$ cat src/rtl/seq_div_pkg.sv
// Shared types and constants for the sequential restoring divider.
package seq_div_pkg;

  // Default operand/result width in bits.
  localparam int SEQ_DIV_WIDTH_DEFAULT = 8;

  // Control FSM states.
  typedef enum logic [1:0] {
    IDLE = 2'd0,
    LOAD = 2'd1,
    ITER = 2'd2,
    DONE = 2'd3
  } state_t;

  // Strobes from the control FSM to the datapath.
  //   load   : capture operands into A/B
  //   init   : clear R, seed Q with the dividend magnitude, preset the counter
  //   step   : one restoring shift/subtract iteration
  //   finish : present results and latch them into the hold registers
  typedef struct packed {
    logic load;
    logic init;
    logic step;
    logic finish;
  } ctrl_t;

endpackage

$ cat src/rtl/seq_div_datapath.sv
// Datapath for seq_divider: operand registers, partial remainder/quotient,
// trial subtractor, iteration counter and result hold registers.
// Optional macro SEQ_DIVIDER_SIGNED_EN selects two's-complement operation.
module seq_div_datapath
  import seq_div_pkg::*;
#(
  parameter int WIDTH = SEQ_DIV_WIDTH_DEFAULT
) (
  input  logic             clk,
  input  logic             rst_n,
  input  ctrl_t            ctrl,
  input  logic [WIDTH-1:0] dividend,
  input  logic [WIDTH-1:0] divisor,
  output logic             cnt_zero,
  output logic             b_zero,
  output logic [WIDTH-1:0] quotient,
  output logic [WIDTH-1:0] remainder,
  output logic             div_by_zero
);

  localparam int CW = $clog2(WIDTH + 1);

  logic [WIDTH-1:0] a_reg, b_reg, r_reg, q_reg;
  logic [WIDTH-1:0] quot_reg, rem_reg;
  logic             dbz_reg;
  logic [CW-1:0]    cnt_reg;

  logic [WIDTH-1:0] a_mag, b_mag, q_fix, r_fix;
  logic [WIDTH:0]   r_shift, trial;
  logic [WIDTH-1:0] res_q, res_r;

`ifdef SEQ_DIVIDER_SIGNED_EN
  // Divide magnitudes; quotient sign is the XOR of operand signs and the
  // remainder follows the dividend. -2^(W-1)/-1 falls out naturally.
  logic a_neg, b_neg;
  always_comb begin
    a_neg = a_reg[WIDTH-1];
    b_neg = b_reg[WIDTH-1];
    a_mag = a_neg ? -a_reg : a_reg;
    b_mag = b_neg ? -b_reg : b_reg;
    q_fix = (a_neg ^ b_neg) ? -q_reg : q_reg;
    r_fix = a_neg ? -r_reg : r_reg;
  end
`else
  // Unsigned build: magnitudes are the operands themselves.
  always_comb begin
    a_mag = a_reg;
    b_mag = b_reg;
    q_fix = q_reg;
    r_fix = r_reg;
  end
`endif

  // Trial subtraction on the left-shifted {R,Q}; bit WIDTH is the sign.
  always_comb begin
    r_shift = {r_reg, q_reg[WIDTH-1]};
    trial   = r_shift - {1'b0, b_mag};
  end

  // Status back to the FSM; cnt_zero flags the final iteration.
  assign b_zero   = (b_reg == '0);
  assign cnt_zero = (cnt_reg == CW'(1));

  // Final results; divide by zero overrides the arithmetic result.
  always_comb begin
    res_q = b_zero ? {WIDTH{1'b1}} : q_fix;
    res_r = b_zero ? a_reg : r_fix;
  end

  // Results show up combinationally in the done cycle, then come from the hold registers.
  assign quotient    = ctrl.finish ? res_q  : quot_reg;
  assign remainder   = ctrl.finish ? res_r  : rem_reg;
  assign div_by_zero = ctrl.finish ? b_zero : dbz_reg;

  // Operand, iteration and result-hold registers.
  always_ff @(posedge clk or negedge rst_n) begin
    if (!rst_n) begin
      a_reg    <= '0;
      b_reg    <= '0;
      r_reg    <= '0;
      q_reg    <= '0;
      cnt_reg  <= '0;
      quot_reg <= '0;
      rem_reg  <= '0;
      dbz_reg  <= 1'b0;
    end else begin
      if (ctrl.load) begin
        a_reg <= dividend;
        b_reg <= divisor;
      end
      if (ctrl.init) begin
        r_reg   <= '0;
        q_reg   <= a_mag;
        cnt_reg <= CW'(WIDTH);
      end
      if (ctrl.step) begin
        if (!trial[WIDTH]) begin
          r_reg <= trial[WIDTH-1:0];
          q_reg <= {q_reg[WIDTH-2:0], 1'b1};
        end else begin
          r_reg <= r_shift[WIDTH-1:0];
          q_reg <= {q_reg[WIDTH-2:0], 1'b0};
        end
        cnt_reg <= cnt_reg - CW'(1);
      end
      if (ctrl.finish) begin
        quot_reg <= res_q;
        rem_reg  <= res_r;
        dbz_reg  <= b_zero;
      end
    end
  end

endmodule

$ cat src/rtl/seq_divider.sv
// Sequential restoring divider, one quotient bit per cycle, start/done handshake.
// Optional macro SEQ_DIVIDER_SIGNED_EN selects two's-complement operation.
module seq_divider
  import seq_div_pkg::*;
#(
  parameter int WIDTH = SEQ_DIV_WIDTH_DEFAULT
) (
  input  logic             clk,
  input  logic             rst_n,
  input  logic             start,
  input  logic [WIDTH-1:0] dividend,
  input  logic [WIDTH-1:0] divisor,
  output logic             busy,
  output logic             done,
  output logic [WIDTH-1:0] quotient,
  output logic [WIDTH-1:0] remainder,
  output logic             div_by_zero
);

  localparam logic [1:0] ST_IDLE = 2'(IDLE);
  localparam logic [1:0] ST_LOAD = 2'(LOAD);
  localparam logic [1:0] ST_ITER = 2'(ITER);
  localparam logic [1:0] ST_DONE = 2'(DONE);

  logic [1:0] state_reg, state_next;
  ctrl_t      ctrl;
  logic       cnt_zero, b_zero;

  // Next-state and strobe decode.
  always_comb begin
    state_next = state_reg;
    ctrl       = '0;
    case (state_reg)
      ST_IDLE: begin
        if (start) begin
          ctrl.load  = 1'b1;
          state_next = ST_LOAD;
        end
      end
      ST_LOAD: begin
        ctrl.init  = 1'b1;
        state_next = b_zero ? ST_DONE : ST_ITER;
      end
      ST_ITER: begin
        ctrl.step = 1'b1;
        if (cnt_zero) state_next = ST_DONE;
      end
      ST_DONE: begin
        ctrl.finish = 1'b1;
        state_next  = ST_IDLE;
      end
      default: state_next = ST_IDLE;
    endcase
  end

  // State register.
  always_ff @(posedge clk or negedge rst_n) begin
    if (!rst_n) state_reg <= ST_IDLE;
    else        state_reg <= state_next;
  end

  assign busy = (state_reg != ST_IDLE);
  assign done = (state_reg == ST_DONE);

  seq_div_datapath #(.WIDTH(WIDTH)) u_datapath (
    .clk         (clk),
    .rst_n       (rst_n),
    .ctrl        (ctrl),
    .dividend    (dividend),
    .divisor     (divisor),
    .cnt_zero    (cnt_zero),
    .b_zero      (b_zero),
    .quotient    (quotient),
    .remainder   (remainder),
    .div_by_zero (div_by_zero)
  );

endmodule

$ cat config.mk
export PLATFORM = sky130hd
export DESIGN_NAME = seq_divider
export DESIGN_NICKNAME = d
export VERILOG_FILES = /design/src/rtl/seq_div_pkg.sv /design/src/rtl/seq_div_datapath.sv /design/src/rtl/seq_divider.sv
export SDC_FILE = /design/constraint.sdc
export NUM_CORES = 1
export LEC_CHECK = 0
export CAP_MARGIN = 40
export CELL_PAD_IN_SITES_DETAIL_PLACEMENT = 0
export CELL_PAD_IN_SITES_GLOBAL_PLACEMENT = 1
export CORE_MARGIN = 1
export CORE_UTILIZATION = 39
export DETAILED_ROUTE_END_ITERATION = 10
export GPL_ROUTABILITY_DRIVEN = 0
export PLACE_DENSITY_LB_ADDON = 0.3
export SLEW_MARGIN = 10
export SYNTH_ARGS = -nofsm -noshare
export SYNTH_HDL_FRONTEND = slang
export SYNTH_SLANG_ARGS = --single-unit
$ cat constraint.sdc
create_clock -name clk -period 2.5 [get_ports clk]
set_input_delay 0.25 -clock clk [delete_from_list [all_inputs] [get_ports clk]]
set_output_delay 0.25 -clock clk [all_outputs]
set_load 0.01 [all_outputs]
* Yosys cells after proc, flatten, opt, wreduce, memory -nomap -nowiden
Index checks and enable logic that the tools add are counted.
Word-level totals: register bits 55, latch bits 0, memory bits (writable) 0, ROM bits 0, word-level logic and storage cells 44, memories 0
Operators by class: $add $sub $neg 2, $mul 0, divide/modulo/power cells 0, magnitude comparators 0, eq/ne operators 6, shift-type cells 0, muxes and demuxes 22, bitwise gates (word level) 0, reduce and logical (&&, ||, !) cells 5
Operator list (count):
- 8-bit two-way mux | 9
- 9-bit by 8-bit subtractor with 9-bit output | 1
- 8-bit logical NOT | 1
- 1-bit two-way mux | 8
- 4-bit two-way mux | 2
- 2-bit one-hot mux with 4 select lines | 1
- 2-bit equality test (second input constant) | 2
- 4-bit by 1-bit equality test with 1-bit output (second input constant) | 1
- 2-bit two-way mux | 2
- 2-bit inequality test (second input constant) | 2
- 2-bit nonzero test | 2
- 4-bit by 1-bit subtractor with 4-bit output (second input constant) | 1
- 2-bit by 1-bit equality test with 1-bit output (second input constant) | 1
- 2-bit logical NOT | 1
- 2-bit AND reduction | 1

* Longest topological paths before layout
Gate-level depths: netlist (run 1).
depth after elaboration 4, depth in mapped cells 9, gate-level depth less buffers 9

* Cells and area by module
A second synthesis (run 1) with hierarchy kept.
Second synthesis, totals: cell total of the unflattened synthesis 283, area total of the unflattened synthesis 2884.0 um^2
By module, submodules not included:
- seq_div_datapath | instances 1, cells each 264, area each 2692.6 um^2
- seq_divider | instances 1, cells each 19, area each 191.4 um^2

* Least setup slack after synthesis (run 1)
OpenSTA, ideal clock, no wires.
path type register -> register, start register u_datapath.q_reg[7], in the netlist u_datapath.q_fix[7], end register u_datapath.r_reg[0], in the netlist u_datapath.r_fix[0], setup time 0.081 ns, arrival 2.379 ns, data required time 2.419 ns, path slack 0.040 ns, cell stages (with the launch flop) 10, clock period less this slack 2.460 ns, cell sequence dfrtp_1 -> inv_1 -> ha_1 -> inv_1 -> fa_1 -> a211oi_4 -> o211ai_2 -> a211oi_4 -> mux2_4 -> o22ai_2
Between the ends: word-level cells in the longest chain between the ends 3
RTL lines:
- start: declaration | RTL line seq_div_datapath.sv:23 | logic [WIDTH-1:0] a_reg, b_reg, r_reg, q_reg;
- start signal: assignment | RTL line seq_div_datapath.sv:93 | q_reg <= a_mag;
- start signal: assignment | RTL line seq_div_datapath.sv:99 | q_reg <= {q_reg[WIDTH-2:0], 1'b1};
- start signal: assignment | RTL line seq_div_datapath.sv:102 | q_reg <= {q_reg[WIDTH-2:0], 1'b0};
- 9-bit by 8-bit subtractor with 9-bit output | RTL line seq_div_datapath.sv:57 | trial = r_shift - {1'b0, b_mag};
- 8-bit two-way mux (*) | RTL line seq_div_datapath.sv:97 | if (!trial[WIDTH]) begin
- 8-bit two-way mux (*) | RTL line seq_div_datapath.sv:96 | if (ctrl.step) begin
- end signal: assignment | RTL line seq_div_datapath.sv:98 | r_reg <= trial[WIDTH-1:0];
- end signal: assignment | RTL line seq_div_datapath.sv:101 | r_reg <= r_shift[WIDTH-1:0];
- end: declaration | RTL line seq_div_datapath.sv:23
Every way passes the cells marked *; elsewhere a longest branch is shown, timed or not. A chain may end at the register's enable or synchronous reset.

* Final worst setup path (run 1)
start register u_datapath.b_reg[0], in the netlist u_datapath.b_mag[0], end output port remainder[7]
Between the ends: word-level cells in the longest chain between the ends 3
RTL lines:
- start: declaration | RTL line seq_div_datapath.sv:23
- start signal: assignment | RTL line seq_div_datapath.sv:89 | b_reg <= divisor;
- 8-bit logical NOT | RTL line seq_div_datapath.sv:61 | assign b_zero = (b_reg == '0);
- 8-bit two-way mux | RTL line seq_div_datapath.sv:67 | res_r = b_zero ? a_reg : r_fix;
- 8-bit two-way mux
- end: declaration | RTL line seq_divider.sv:16 | output logic [WIDTH-1:0] remainder,
No other way between the ends.

==> summary.txt, run 1 <==
Clock tree
  – Latest clock arrival within the worst-skew pair: 0.31 ns
  – H-tree depth: 2
  – TritonCTS Buffers: 5
  – CTS tree: built
  – Cts hold-fix bufs: 0
  – Clock-pin slew on the worst setup and hold paths: 0.10 ns
  – CTS Sinks: between 50 and 60
  – CTS root buffer: clkbuf_8
  – CTS max path bufs: 2

STA
  – Setup-failing EPs final: 0
  – Final hold violations: 0
  – Slew at the pin with the worst max-slew slack: 0.792 ns
  – Final Cycle Share: 98.5%
  – Max-slew violations: 0
  – Tmin final: 2.46 ns
  – Setup TNS: 0 ns
  – RSZ-0062 raised after global routing: yes
  – Setup slack after layout: 0.0364 ns
  – Max Fclk: just over 0.4 GHz
  – Clock Skews: roughly 0.011 ns
  – Headroom to the max-slew limit: 47.2%

Finish
  – Share of cells above drive strength 1: 20.5%
  – Layout area overhead: 25.8%
  – Fill cells: 669
  – Inserted Diodes: 0
  – Commonest non-fill, non-tap cell in the layout: dfrtp_1
  – Multi-input logic area: 0.00145 sq mm
  – Layout Cells excl Fill: 430
  – Sequential cell area: 0.00138 sq mm
  – Post-Layout Inst Area: 0.00367 sq mm
  – Nets@finish: 365
  – Commonest cells after routing, fill and taps aside: dfrtp_1 (55), nor2_1 (38), a21oi_1 (27), mux2i_1 (22), inv_1 (21)

Worst setup path
  – CP peak stage delay: 0.55 ns
  – Crit-path max FO: 9
  – Startpoint types: flop
  – Critical Path Start: u_datapath.b_mag[0]
  – Reg2reg setup slack: 0.05 ns
  – Critical path class: reg -> out
  – Worst path bufs/invs: 3
  – WP data arrival: 2.21 ns
  – Top cell family by delay on the critical path: simple AND/OR/NAND/NOR gates
  – Critical R2R Launch: u_datapath.q_fix[7]
  – CP Capture Type: output pin
  – Critical Path Stages: 7
  – Worst-path cell chain: or4_4, nor2_4, buf_12, buf_6, mux2i_4, a21oi_1, clkdlybuf4s15_1
  – Critical Path RT: 2.25 ns
  – Worst Setup EP: remainder[7]
  – Reg-to-reg endpoint: u_datapath.r_fix[0]
  – CP max stage cell: or4_4
  – R2r worst-path depth: 10

Placed design
  – Area after DPL: 0.00348 sq mm
  – DPL Wire Length: 4350 um
  – Pre-CTS setup slack: -0.00290 ns
  – IO buf count: 37
  – Dpl cells: 415

Floorplanning
  – Die width: 88.5 um
  – Standard-cell rows: 31
  – Initial Utilization: 40.2%
  – Die Area: 0.00783 sq mm
  – # IOs: 38
  – Chip height: 88.5 um
  – Core Area: 0.00725 sq mm

Drt
  – DR pass1 iterations: 4
  – Final ANT Viol Nets: 0
  – Final wirelength: 6270 um
  – WL per Instance: 14.6 um
  – Residual DRC: 0
  – Initial DRC Count: 126
  – Via count: between 2000 and 2500
  – Post-DR vias/cell: approximately 5

Power
  – P_int: 0.00277 W
  – Switching pwr: 0.00193 W
  – Peak VDD IR: 0.475 mV
  – Flop pwr share: approximately 33%
  – Clock share of power: 12.7%
  – Leak pwr: 1.56 nW
  – Sw Ratio: about two fifths
  – Power Density: 1280 mW/mm^2
  – Comb power frac: 54.7%

Synth
  – Seq/Total Area, Yosys: a little under half
  – Count of unique library cells instantiated by Yosys: 40
  – Average cell area after synthesis: 10.4 sq um
  – Yosys warning total: 0
  – Syn nets: 315
  – FF+latch count, synth: 55
  – Mapped Area: 0.00292 sq mm
  – Cells after synthesis: 280

Run status
  – Status: finished clean

GRT
  – Largest net degree at the start of global routing: 34
  – First-pass GRT wire length: 10200 um
  – GRT Total Usage: 17.1%
  – Total gr overflow: 0
  – Vias in the first global route: 1979
  – Initial antenna violation count: 0

Hold path
  – Worst hold path class: in -> async

Flow run
  – Max-Cap Viols: 0
==> layout make-up <==
cell class	count	share of cell area [%]
multi-input cells	190	39.5
flip-flops and latches	55	37.5
repair buffers	55	14.2
well taps	99	3.38
inverters	23	2.35
clock buffers	5	1.88
clock inverters	3	1.19
==> synthesized netlist by cell type <==
cell type   n  area share [%]
o31ai_1     1            0.26
nor3_1      1            0.17
nand3b_1    2            0.51
a2111oi_0   1            0.30
nor2_4      1            0.39
a31oi_1     1            0.21
a21oi_1    30             5.2
buf_2       2            0.34
clkbuf_1   10             1.3
a2bb2oi_1   1            0.30
nor3b_1     2            0.51
a211oi_1    2            0.51
a32oi_1     1            0.30
nand3_1     2            0.34
nand4_1     2            0.43
o311ai_0    1            0.30
nand2b_1    5             1.1
a211oi_4    2             1.4
inv_1      23             3.0
o211ai_2    2            0.86
nand2_1     9             1.2
a21oi_2     1            0.30
mux2i_1    23             7.9
a21boi_1    1            0.26
nor2b_1     1            0.21
mux2_4      1            0.51
o211ai_1    2            0.51
o22ai_1     5             1.1
ha_1       15             6.4
fa_1        1            0.69
xor2_1      4             1.2
o22ai_2     1            0.43
and3b_1     1            0.30
nor2_1     38             4.9
o211a_1     1            0.34
o21ai_0     9             1.5
and2_1      1            0.21
mux2_2     18             7.0
dfrtp_1    55              47
or4_1       1            0.26
==> power groups by stage <==
stage	clock [W]	combinational [W]	sequential (W)
2_1_floorplan	0	0.00174	0.00147
3_3_place_gp	0	0.00260	0.00153
3_5_place_dp	0	0.00263	0.00154
4_1_cts	0.000621	0.00255	0.00153
5_1_grt	0.000654	0.00289	0.00158
6_report	0.000596	0.00257	0.00153
==> per-stage QoR <==
stage	total power (W)	util [%]	hold slack (ns)
detailed placement	0.00417	47.9	0.367
finish	0.00470	50.6	0.00770
floorplan	0.00321	-	-0.0456
CTS	0.00469	50.0	0.0208
global placement	0.00413	47.9	0.372
global route	0.00512	50.6	0.0546
==> how the worst min path moves through the flow <==
| stage | endpoint | slack [ns] | cells after the start |
|---|---|---|---|
| floorplan | state_reg[0] | -0.05 | 0 |
| global placement | u_datapath.cnt_reg[2] | 0.37 | 1 |
| detailed placement | u_datapath.cnt_reg[2] | 0.37 | 1 |
| CTS | u_datapath.cnt_reg[2] | 0.02 | 1 |
| global route | u_datapath.quot_reg[7] | 0.05 | 1 |
| finish | state_reg[1] | 0.008 | 1 |
==> worst reg2reg max path, delay by kind of cell, from the launching register on <==
family                   cells  cell delay [ns]
adder cells (fa/ha/maj)      2             0.51
flip-flops                   1             0.40
buffers and inverters        3             0.28
multiplexers                 1             0.30
AO/OA/AOI/OAI                4             0.91
==> cells by family after synthesis <==
family | synth area share [%]
simple gates | 10.5
buf+inv | 4.59
xor+xnor | 1.20
fa+ha+maj | 7.12
flops | 47.2
compound gates | 14.0
mux | 15.4
==> metal layers <==
| layer | part of all wire (%) | track usage, % |
|---|---|---|
| met1 | 50 | 25.4 |
| met4 | 0.61 | 3.96 |
| met3 | 3.5 | 3.17 |
| met5 | 0 | 0 |
| met2 | 46 | 26.0 |
==> repair_timing <==
item                                    4_1_cts  5_1_grt
setup buffers                                 4        2
gates resized for setup                      31       18
endpoints found under the setup margin       18       15
pin swaps                                     1        5
gates cloned                                  0        1
Note: power is estimated with default switching activity, not from simulation.
==> inputs of run 2 (changes only) <==
CORE_ASPECT_RATIO = 0.6   (was default)
==> summary.txt, run 2 (same netlist as run 1, synthesis figures left out) <==
STA
  – Max Fclk: 0.410 GHz (+1.1%)
  – Headroom to the max-slew limit: 52.6% (+5.4 points)
  – Tmin final: 2.44 ns (-0.0268 ns)
  – RSZ-0062 raised after global routing: yes
  – Setup-failing EPs final: 0 (unchanged)
  – Slew at the pin with the worst max-slew slack: 0.711 ns (-0.0807 ns)
  – Clock Skews: 0.00487 ns (-0.00605 ns)
  – Max-slew violations: 0 (unchanged)
  – Final hold violations: 0 (unchanged)
  – Setup TNS: 0 ns (unchanged)
  – Setup slack after layout: 0.0633 ns (+0.0268 ns)
  – Final Cycle Share: 97.5% (-1.1 points)
  – Worst hold margin: 0.0827 ns (+0.0750 ns)

Worst setup path
  – Startpoint types: flop
  – Critical R2R Launch: u_datapath.q_fix[7]
  – Reg-to-reg endpoint: u_datapath.r_fix[0]
  – Critical Path Start: u_datapath.b_mag[0]
  – Critical path class: reg -> out
  – Reg2reg setup slack: 0.10 ns (+0.05 ns)
  – R2r worst-path depth: 10 (unchanged)
  – Crit-path max FO: 14 (+5)
  – CP Capture Type: output pin
  – Critical Path RT: 2.25 ns (about the same)
  – WP data arrival: 2.19 ns (-0.02 ns)

Clock tree
  – Cts hold-fix bufs: 0 (unchanged)
  – CTS Sinks: 55 (unchanged)
  – CTS root buffer: clkbuf_16
  – Clock-pin slew on the worst setup and hold paths: 0.07 ns (-0.03 ns)
  – H-tree depth: 2 (unchanged)
  – CTS max path bufs: 2 (unchanged)
  – Latest clock arrival within the worst-skew pair: 0.29 ns (-0.02 ns)
  – CTS tree: built
  – TritonCTS Buffers: 5 (unchanged)

Power
  – Sw Ratio: 41.4% (+0.25 points)
  – Power Density: 1330 mW/mm^2 (+3.8%)
  – Switching pwr: 0.00200 W (+3.2%)
  – Flop pwr share: 32.2% (-0.4 points)
  – P_int: 0.00282 W (+2.1%)
  – Peak VDD IR: 0.519 mV (+9.3%)
  – Leak pwr: 1.56 nW (about the same)
  – Comb power frac: 53.2% (-1.5 points)
  – Clock share of power: 14.6% (+1.9 points)

Drt
  – WL per Instance: 15.3 um (+5.0%)
  – Max layer used: met4
  – DR pass1 iterations: 4 (unchanged)
  – Final wirelength: 6520 um (+4.0%)
  – Initial DRC Count: 128 (+1.6%)
  – Final ANT Viol Nets: 0 (unchanged)
  – Residual DRC: 0 (unchanged)
  – WL met1: 3570 um (+14%)
  – Met3 WL: 332 um (+53%)
  – Post-DR vias/cell: 5.02 (+0.33%)
  – Wire length on met2: 2570 um (-11%)
  – Via count: 2138 (-0.60%)

Floorplanning
  – Standard-cell rows: 23 (-26%)
  – Chip height: 69.0 um (-22%)
  – Die width: 114 um (+28%)
  – Initial Utilization: 42.0% (+1.8 points)
  – Core Area: 0.00694 sq mm (-4.4%)
  – Die Area: 0.00784 sq mm (+0.14%)
  – # IOs: 38 (unchanged)

Finish
  – Nets@finish: 361 (-1.1%)
  – Inserted Diodes: 0 (unchanged)
  – Commonest cells after routing, fill and taps aside: dfrtp_1 (55), nor2_1 (38), a21oi_1 (29), inv_1 (22), mux2i_1 (20)
  – Layout Cells excl Fill: 426 (-0.93%)
  – Commonest non-fill, non-tap cell in the layout: dfrtp_1
  – Share of cells above drive strength 1: 18.1% (-2.4 points)
  – Layout area overhead: 24.4%
  – Post-Layout Inst Area: 0.00363 sq mm (-1.2%)

GRT
  – First-pass GRT wire length: 10700 um (+5.4%)
  – GRT Total Usage: 18.7% (+1.6 points)
  – Initial antenna violation count: 0 (unchanged)
  – Largest net degree at the start of global routing: 56 (+65%)
  – Total gr overflow: 0 (unchanged)
  – Vias in the first global route: 2031 (+2.6%)

Placed design
  – DPL Wire Length: 4750 um (+9.2%)
  – Pre-CTS setup slack: 0.00735 ns (+0.0103 ns)
  – Dpl cells: 417 (+0.48%)
  – Area after DPL: 0.00346 sq mm (-0.47%)
  – IO buf count: 37 (unchanged)

Hold path
  – Worst hold path class: in -> async

Flow run
  – Max-Cap Viols: 0 (unchanged)

Run status
  – Status: finished clean
[run 2: changes by cell type in the layout (fill, tap and decap cells not counted), sizes merged]
| cell | before | now |
|---|---|---|
| bufinv | 1 | 0 |
| dlygate4sd2 | 9 | 8 |
| dlymetal6s2s | 0 | 1 |
| clkbuf | 7 | 10 |
| buf | 23 | 15 |
| clkdlybuf4s15 | 2 | 4 |
| clkinv | 2 | 1 |
[run 2: how the worst max path moves through the flow]
stage,to,slack [ns],cells after the start
2_1_floorplan,u_datapath.r_fix[0],0.04,9
3_3_place_gp,u_datapath.r_fix[0],0.07,10
3_5_place_dp,u_datapath.r_fix[0],0.007,10
4_1_cts,div_by_zero,0.01,5
5_1_grt,remainder[6],-0.03,6
6_report,remainder[6],0.06,6
[run 2: repair_timing]
item | in CTS | in global routing
pin swaps | 1 | 1
resized for setup | 17 | 21
setup buffers | 2 | 0
setup endpoints to repair | 18 | 16
[run 2: power groups by stage]
stage	Clock, W	Sequential, W	Combinational, W
2_1_floorplan	0	0.00147	0.00174
3_3_place_gp	0	0.00154	0.00263
3_5_place_dp	0	0.00155	0.00267
4_1_cts	0.000728	0.00154	0.00254
5_1_grt	0.000761	0.00161	0.00287
6_report	0.000704	0.00155	0.00256
[run 2: per-stage QoR]
stage               util (%)  total power (W)
floorplan                  -          0.00321
global placement        49.9          0.00417
detailed placement      49.9          0.00422
CTS                     52.0          0.00481
global route            52.3          0.00524
finish                  52.3          0.00482
[run 2: worst max-delay path, cell delays in order, from the launching register on]
cell	delay, ns
dfrtp_1	0.41
or4_4	0.56
nor2_4	0.12
buf_12	0.16
mux2i_1	0.23
a21oi_1	0.11
dlygate4sd2_1	0.31
[run 2: routing by layer]
metal	vias to the layer above	global-route usage, %
li1	1065	-
met1	1021	28.6
met2	47	25.5
met3	5	4.63
met4	0	5.43
met5	-	0
[run 2: final cells by class]
cell class                      instances  area, sq um
Tap cell                              100          125
Clock buffer                            6          139
Fill cell                             640         3310
Clock inverter                          1         5.00
Timing Repair Buffer                   51          459
Inverter                               23         86.3
Sequential cell                        55         1380
Multi-Input combinational cell        190         1440
==> inputs of run 3 (changes only) <==
CTS_CLUSTER_SIZE = 25   (was default)
==> results of run 3 <==
No change in the layout: final DEF, timing and power equal those of run 2.
